==> src/rtl/xbus_decoder_if.sv <==
// Master-side data bus between the CPU bridge and the xbus decoder.
// The decoder sits on the slave modport; the bridge or bench drives the master modport.
interface xbus_decoder_if;
  logic        XDREQ;
  logic [31:0] XADDR;
  logic        XWR;
  logic [31:0] XATAO;
  logic        XDACK;
  logic        XERR;

  modport master (
    output XDREQ, XADDR, XWR,
    input  XATAO, XDACK, XERR
  );

  modport slave (
    input  XDREQ, XADDR, XWR,
    output XATAO, XDACK, XERR
  );
endinterface

==> src/rtl/xbus_decoder.sv <==
// Address decoder and response mux from the CPU bridge bus to NSLV slaves, with
// internal answers for unmapped selects, per-access timeout and an error record.
module xbus_decoder #(
  parameter int unsigned NSLV    = 4,
  parameter int unsigned SELB    = 2,
  parameter int unsigned TMO     = 15,
  parameter logic [31:0] DEFDATA = 32'hdeadbeef
) (
  input  logic                 CLK,
  input  logic                 RES,
  xbus_decoder_if.slave        xbus,
  output logic [NSLV-1:0]      SDREQ,
  input  logic [32*NSLV-1:0]   SATAI,
  input  logic [NSLV-1:0]      SDACK,
  input  logic                 ERRCLR,
  output logic [31:0]          ERRADDR,
  output logic                 ERRWR,
  output logic [7:0]           ERRCNT
);

  typedef enum logic [1:0] {S_IDLE, S_BUSY, S_ERR, S_DONE} state_t;

  state_t          r_state;
  state_t          w_next;
  logic [SELB-1:0] r_sel;
  logic [7:0]      r_tcnt;
  logic [31:0]     r_addr;
  logic            r_wr;

  logic [SELB-1:0] w_sel_in;
  logic            w_mapped;
  logic            w_ack;
  logic [31:0]     w_rdata;
  logic            w_timeout;

  assign w_sel_in  = xbus.XADDR[31 -: SELB];
  assign w_mapped  = (32'(w_sel_in) < NSLV);
  assign w_timeout = (r_tcnt == 8'(TMO - 1));

  // Only the registered selected slave is observed; other acks and data are ignored.
  always_comb begin
    w_ack   = 1'b0;
    w_rdata = '0;
    for (int unsigned i = 0; i < NSLV; i++) begin
      if (32'(r_sel) == i) begin
        w_ack   = SDACK[i];
        w_rdata = SATAI[32*i +: 32];
      end
    end
  end

  always_ff @(posedge CLK or negedge RES) begin
    if (!RES) r_state <= S_IDLE;
    else      r_state <= w_next;
  end

  always_comb begin
    w_next = r_state;
    case (r_state)
      S_IDLE: if (xbus.XDREQ) w_next = w_mapped ? S_BUSY : S_ERR;
      S_BUSY: begin
        // Master abort beats everything; an ack on the last allowed cycle beats the timeout.
        if (!xbus.XDREQ)    w_next = S_IDLE;
        else if (w_ack)     w_next = S_DONE;
        else if (w_timeout) w_next = S_ERR;
      end
      S_ERR:   w_next = S_DONE;
      S_DONE:  w_next = S_IDLE;
      default: w_next = S_IDLE;
    endcase
  end

  always_comb begin
    SDREQ      = '0;
    xbus.XDACK = 1'b0;
    xbus.XERR  = 1'b0;
    xbus.XATAO = '0;
    case (r_state)
      S_BUSY: begin
        for (int unsigned i = 0; i < NSLV; i++)
          SDREQ[i] = xbus.XDREQ && (32'(r_sel) == i);
        xbus.XDACK = w_ack && xbus.XDREQ;
        xbus.XATAO = w_rdata;
      end
      S_ERR: begin
        xbus.XDACK = 1'b1;
        xbus.XERR  = 1'b1;
        xbus.XATAO = DEFDATA;
      end
      default: ;
    endcase
  end

  always_ff @(posedge CLK or negedge RES) begin
    if (!RES) begin
      r_sel  <= '0;
      r_addr <= '0;
      r_wr   <= 1'b0;
      r_tcnt <= '0;
    end else begin
      if (r_state == S_IDLE) begin
        r_tcnt <= '0;
        if (xbus.XDREQ) begin
          r_sel  <= w_sel_in;
          r_addr <= xbus.XADDR;
          r_wr   <= xbus.XWR;
        end
      end else if (r_state == S_BUSY) begin
        r_tcnt <= r_tcnt + 8'd1;
      end
    end
  end

  always_ff @(posedge CLK or negedge RES) begin
    if (!RES) begin
      ERRADDR <= '0;
      ERRWR   <= 1'b0;
      ERRCNT  <= '0;
    end else begin
      if (r_state == S_ERR) begin
        ERRADDR <= r_addr;
        ERRWR   <= r_wr;
      end
      if (ERRCLR)
        ERRCNT <= '0;
      else if (r_state == S_ERR && ERRCNT != 8'hff)
        ERRCNT <= ERRCNT + 8'd1;
    end
  end

endmodule

==> src/flat_wrapper.sv <==
// flat-port wrapper written by rule: the top's interface ports become plain ports
module xbus_decoder_flat 
#(
  parameter int unsigned NSLV    = 4,
  parameter int unsigned SELB    = 2,
  parameter int unsigned TMO     = 15,
  parameter logic [31:0] DEFDATA = 32'hdeadbeef
)
  (CLK, RES, SDREQ, SATAI, SDACK, ERRCLR, ERRADDR, ERRWR, ERRCNT, xbus_XDREQ, xbus_XADDR, xbus_XWR, xbus_XATAO, xbus_XDACK, xbus_XERR);
  xbus_decoder_if xbus_i ();
  input  logic CLK;
  input  logic RES;
  output logic [NSLV-1:0] SDREQ;
  input  logic [32*NSLV-1:0] SATAI;
  input  logic [NSLV-1:0] SDACK;
  input  logic ERRCLR;
  output logic [31:0] ERRADDR;
  output logic ERRWR;
  output logic [7:0] ERRCNT;
  input wire logic [$bits(xbus_i.XDREQ)-1:0] xbus_XDREQ;
  input wire logic [$bits(xbus_i.XADDR)-1:0] xbus_XADDR;
  input wire logic [$bits(xbus_i.XWR)-1:0] xbus_XWR;
  output wire logic [$bits(xbus_i.XATAO)-1:0] xbus_XATAO;
  output wire logic [$bits(xbus_i.XDACK)-1:0] xbus_XDACK;
  output wire logic [$bits(xbus_i.XERR)-1:0] xbus_XERR;
  assign xbus_i.XDREQ = xbus_XDREQ;
  assign xbus_i.XADDR = xbus_XADDR;
  assign xbus_i.XWR = xbus_XWR;
  assign xbus_XATAO = xbus_i.XATAO;
  assign xbus_XDACK = xbus_i.XDACK;
  assign xbus_XERR = xbus_i.XERR;
  xbus_decoder #(.NSLV(NSLV), .SELB(SELB), .TMO(TMO), .DEFDATA(DEFDATA)) u_core (.CLK(CLK), .RES(RES), .xbus(xbus_i), .SDREQ(SDREQ), .SATAI(SATAI), .SDACK(SDACK), .ERRCLR(ERRCLR), .ERRADDR(ERRADDR), .ERRWR(ERRWR), .ERRCNT(ERRCNT));
endmodule
==> config.mk <==
export PLATFORM = sky130hd
export DESIGN_NAME = xbus_decoder_flat
export DESIGN_NICKNAME = d
export VERILOG_FILES = /design/src/rtl/xbus_decoder_if.sv /design/src/rtl/xbus_decoder.sv /design/src/flat_wrapper.sv
export SDC_FILE = /design/constraint.sdc
export NUM_CORES = 1
export LEC_CHECK = 0
export CAP_MARGIN = 40
export CORE_MARGIN = 1.5
export CORE_UTILIZATION = 40
export CTS_CLUSTER_SIZE = 24
export DETAILED_ROUTE_END_ITERATION = 10
export PLACE_DENSITY_LB_ADDON = 0.3
export SYNTH_ARGS = -nofsm -noshare
export SYNTH_HDL_FRONTEND = slang
export SYNTH_SLANG_ARGS = --single-unit
==> constraint.sdc <==
create_clock -name CLK -period 2 [get_ports CLK]
set_input_delay 0.4 -clock CLK [delete_from_list [all_inputs] [get_ports CLK]]
set_output_delay 0.4 -clock CLK [all_outputs]
set_load 0.01 [all_outputs]
== Word-level counts from Yosys, hierarchy flattened ==
Index checks and enable logic that the tools add are counted.
Operators by class
  $add $sub $neg: 2
  eq/ne operators: 10
  multiplexer cells: 21
  reductions and logical operators: 12
Operator list (number)
  2-to-1 mux 32 bit: 4
  one-hot mux 32 bit (2 select lines): 1
  2-to-1 mux 8 bit: 4
  adder 8 x 1 -> 8 bit (second input constant): 2
  == test 2 bit (second input constant): 4
  == test 8 x 4 -> 1 bit (second input constant): 1
  2-to-1 mux 2 bit: 4
  != test 8 bit (second input constant): 1
  one-hot mux 2 bit (4 select lines): 1
  logical AND 1 bit: 6
  2-to-1 mux 1 bit: 5
  == test 2 x 1 -> 1 bit (second input constant): 2
  logical NOT 2 bit: 2
  2-to-1 mux 4 bit: 1
  != test 4 x 2 -> 1 bit (second input constant): 1
  AND reduction 2 bit: 2
  nonzero test 2 bit: 2
  != test 2 bit (second input constant): 1
  one-hot mux 1 bit (2 select lines): 1
Storage, ports and cells
  bits in registers: 86
  word-level logic and storage cells: 53

== Logic depth before layout (Yosys ltp) ==
  word-level depth: 8
  gate-level depth with buffers: 8
  mapped depth without buffers: 6

== Least setup slack after synthesis ==
Ideal clock, no wire load.
  path kind: reg2out
  start: register u_core.r_state[0]
  end: output port xbus_XATAO[0]
  data arrival time: 1552 ps
  data required time: 1600 ps
  setup slack: 48 ps
  stages on the path, launching flop included: 8
  path buffers: 3
  cell sequence: dfrtp_1 inv_1 ha_1 buf_2 buf_2 nand2_1 clkbuf_1 nand2_1
Between the ends
  word-level cells in the longest chain between the ends: 2
  elaborated cells between the ends (all ways): 3
  those cells by class: eq/ne (2); mux (1)
Ends and longest elaborated chain
  start: declaration: line xbus_decoder.sv:23  | state_t r_state;
  start signal: assignment: line xbus_decoder.sv:54  | else r_state <= w_next;
  == test 2 bit or == test 2 x 1 -> 1 bit (tied branches): line xbus_decoder.sv:78  | case (r_state)
  one-hot mux 32 bit (2 select lines) (*): line xbus_decoder.sv:78
  end: declaration: line flat_wrapper.sv:23  | output wire logic [$bits(xbus_i.XATAO)-1:0] xbus_XATAO;
Mark *: on every way between the ends. The rest lies on a longest branch, timed or not.

==> impl_results.rst <==
.. list-table::
   :header-rows: 1

   * - Metric
     - Value
   * - Buffer levels on the longest clock path
     - 2
   * - Final global-route overflow total
     - 0
   * - Most instantiated library cell after synthesis
     - dfrtp_1
   * - Critical path class
     - reg2out
   * - Maximum achievable frequency
     - 426.3 MHz
   * - Vias in the first global route
     - 4,471
   * - Post-placement cell count
     - 750
   * - Max H-tree Level
     - 3
   * - Number of DRC markers after the initial detailed-route iteration
     - 182
   * - Number of synthesized register bits
     - 84
   * - Smallest setup slack after layout
     - -0.3460 ns
   * - Clock edge transition at the registers on the reported setup and hold paths
     - 0.06 ns
   * - Post-route non-filler standard cell count
     - 785
   * - Count of final max-slew check failures
     - 0
   * - Remaining antenna violation count
     - 0
   * - Area share of the largest cell type after synthesis
     - 0.4605
   * - Area of the mapped netlist
     - 4564 sq um
   * - Fraction of the cycle the final worst path needs
     - 1.173
   * - Part of the power in combinational logic
     - 0.599
   * - Reg-to-reg slack, setup
     - 0.10 ns
   * - NetSw
     - 3.971 mW
   * - Arrival time worst endpoint
     - 1.95 ns
   * - Number of warnings printed during yosys synthesis
     - 0
   * - Clock latency on the worst-skew pair
     - 0.33 ns
   * - WL/cell
     - 19.30 um
   * - Synthesized net count
     - 533
   * - Critical path's slowest cell
     - mux4_2
   * - Violations in the final reports
     - negative setup slack
   * - Post-route setup TNS
     - -7.806 ns
   * - Required arrival time at the worst endpoint
     - 1.60 ns
   * - Finish-stage setup viols
     - 33
   * - Count of buffering cells on the critical path with inverters included
     - 2
   * - HPWL Detailed
     - 11,290 um
   * - Number of cell instances on the worst register-to-register path
     - 7
   * - Sequential area share after synthesis
     - 0.4605
   * - Async set or reset register ratio after synthesis
     - 1.000
   * - Number of enable-type register cells in the synthesized netlist
     - 0
   * - Routability-driven placement congestion ratio
     - 0.9267
   * - Distinct cell type count after synthesis
     - 36
   * - Pwr/cell area
     - 1429 nW/um^2
   * - First-pass GRT wire length
     - 22,580 um
   * - Ordered cell list for the critical path
     - buf_4, mux4_2, and3_1, dlygate4sd2_1
   * - Overall die height
     - 109.8 um
   * - Via count
     - 4,123
   * - Pin count of the biggest net entering global routing
     - 41
   * - Detailed-route DRC error count
     - 0
   * - Leakage dissipation
     - 3.448 nW
   * - Yosys top cell by area
     - dfrtp_1
   * - Port Buf Inserts
     - 247
   * - Worst path top cell family by delay
     - multiplexers
   * - Floorplan die width
     - 109.8 um
   * - Max_slew headroom
     - 0.6606
   * - Critical path endpoint category
     - primary output
   * - Power Internal
     - 7.556 mW
   * - Starting density of the core
     - 0.4156
   * - Worst clock skew
     - 0.005649 ns
   * - Kind of start point of the critical path
     - register
   * - Average via count per standard cell
     - 5.252
   * - Worst VDD drop
     - 0.9538 mV
   * - Combined global-route utilization of all metal layers
     - 0.2506
   * - Commonest cells in the synthesized netlist
     - dfrtp_1, mux2_2, mux4_2
   * - Hold Vio Cnt, Final
     - 0
   * - Clk Tree Root Cell
     - clkbuf_16
   * - Aggregate routed wire length
     - 15,150 um
   * - Clk sink count
     - 84
   * - Syn-to-layout area delta
     - 76.73%
   * - Die area
     - 12,060 sq um
   * - Maximum fanout count along the critical path
     - 6
   * - Std-Cell Rows
     - 38
   * - Number of clock buffers inserted by TritonCTS
     - 9
   * - Maximum capacitance violations
     - 0
   * - Sequential cell fraction of total power
     - 0.249
   * - Worst stage delay on the critical path
     - 0.49 ns
   * - RSZ-0062 raised after global routing
     - true
   * - Cells taking the most area after synthesis
     - dfrtp_1, mux2_2, mux4_2
   * - First-pass iteration count of the detailed router
     - 4
   * - R2r startpoint
     - u_core.r_addr[30]$_DFFE_PN0P_
   * - # nets final
     - 814
   * - Worst Max-Slew Pin Slew
     - 0.5091 ns
   * - Synthesized area per cell
     - 12.75 sq um
   * - Top_reg_cell synth
     - dfrtp_1
   * - Net switching fraction of the power
     - 0.3445
   * - Initial antenna violation count
     - 1
   * - Run status
     - complete, but fails checks
   * - CORE AREA
     - 10,980 sq um
   * - Top-level port count
     - 248
   * - Share of total power in the clock network
     - 0.152
   * - TritonCTS clock tree
     - done
   * - Synthesized instance count
     - 358
   * - Path category of the worst min-delay check
     - in2async
   * - Proportion of layout cells with a drive suffix above 1
     - 0.3789
   * - Clock period minus final worst setup slack
     - 2.346 ns
-- layout by cell type, fill, tap and decap left out, types with 3 or more instances in the layout --
cell type and n:
nand3_2 21, ha_1 4, clkdlybuf4s50_1 208, nand3_1 9, nor2_1 21, buf_12 10, nand2_1 23, buf_6 32
nand2_2 8, o21ai_0 3, and3_4 6, mux4_2 33, dfrtp_1 83, inv_1 4, buf_2 19, buf_4 23
clkbuf_16 9, clkinv_2 3, xor2_1 4, nand4_1 5, nor2b_1 3, a21oi_1 4, dlygate4sd2_1 4, mux2_2 66
xnor2_1 5, and3_1 3
-- worst register-to-register path, stage by stage, from the launching register on --
cell,delay [ns]
dfrtp_2,0.45
buf_6,0.15
buf_12,0.13
mux4_2,0.53
buf_4,0.16
inv_2,0.07
nand2_1,0.05
a32o_1,0.25
-- cells by family (layout without fill, tap and decap cells) --
kind of cell | count (synthesis) | count (layout) | share of synthesized area
AO/OA/AOI/OAI | 16 | 16 | 0.02302
XOR/XNOR | 9 | 9 | 0.01727
adder cells (fa/ha/maj) | 6 | 6 | 0.01645
buffers and inverters | 32 | 318 | 0.03482
flip-flops | 84 | 84 | 0.4605
multiplexers | 101 | 101 | 0.3311
other | 0 | 1 | 0
AND/OR/NAND/NOR | 110 | 110 | 0.1168
-- power by group through the flow --
stage                     clock network, mW  registers [mW]  logic, mW
after global routing                   1.86            2.96       7.35
after CTS                              1.79            2.89       6.88
final                                  1.75            2.87       6.91
after global placement                    0            2.83       6.08
after floorplan                           0            2.94       3.13
after detailed placement                  0            2.90       6.21
-- worst max path at each step --
stage	startpoint	endpoint	cells past startpoint
after floorplan	u_core.r_state[0]$_DFFE_PN0P_	xbus_XATAO[0]	7
after global placement	SATAI[86]	xbus_XATAO[22]	4
after detailed placement	SATAI[29]	xbus_XATAO[29]	4
after CTS	u_core.r_addr[30]$_DFFE_PN0P_	xbus_XDACK	7
after global routing	u_core.r_addr[30]$_DFFE_PN0P_	xbus_XDACK	6
final	u_core.r_addr[30]$_DFFE_PN0P_	xbus_XATAO[14]	4
-- stage by stage --
stage / setup WS [ns] / hold WS, ns / cell area [sq um] / util / total power [mW]
6_report: -0.3460 / 0.04033 / 8066 / 0.7345 / 11.53
5_1_grt: -0.4165 / 0.07561 / 8066 / 0.7345 / 12.17
4_1_cts: -0.3947 / 0.04338 / 8026 / 0.7308 / 11.56
3_5_place_dp: -0.3657 / 0.4060 / 7401 / 0.6738 / 9.108
3_3_place_gp: -0.3711 / 0.3990 / 7401 / 0.6738 / 8.915
2_1_floorplan: 0.04776 / 0.1044 / 4564 / - / 6.071
-- what timing repair did --
item	in CTS	in global routing
pin swaps	41	9
gates cloned	1	0
hold buffers	0	0
endpoints found under the setup margin	38	40
gates resized for setup	205	25
buffers inserted	18	8
-- layout make-up --
| type | count | area, sq um |
|---|---|---|
| repair buffers | 297 | 2955 |
| fillers | 763 | 2917 |
| multi-input cells | 242 | 2494 |
| flip-flops and latches | 84 | 2103 |
| clock buffers | 11 | 242.7 |
| well taps | 140 | 175.2 |
| clock inverters | 5 | 75.07 |
| inverters | 5 | 18.77 |
| diodes | 1 | 2.502 |
-- flip-flops by register name, indices dropped and copies added, names as in the netlist, named ones only --
| signal | flops |
|---|---|
| u_core.ERRCNT | 8 |
| u_core.r_state | 1 |
| u_core.r_addr | 32 |
| u_core.ERRWR | 1 |
| u_core.r_tcnt | 8 |
| u_core.r_wr | 1 |
| u_core.ERRADDR | 32 |
-- routing by layer --
layer | up-vias | part of all wire | global-route usage
met5 | - | 0 | 0
met4 | 0 | 0.035 | 0.1113
met3 | 36 | 0.11 | 0.09781
met2 | 192 | 0.52 | 0.4636
met1 | 2013 | 0.34 | 0.2445
li1 | 1882 | - | -
Power figures use the tool's default switching activity.
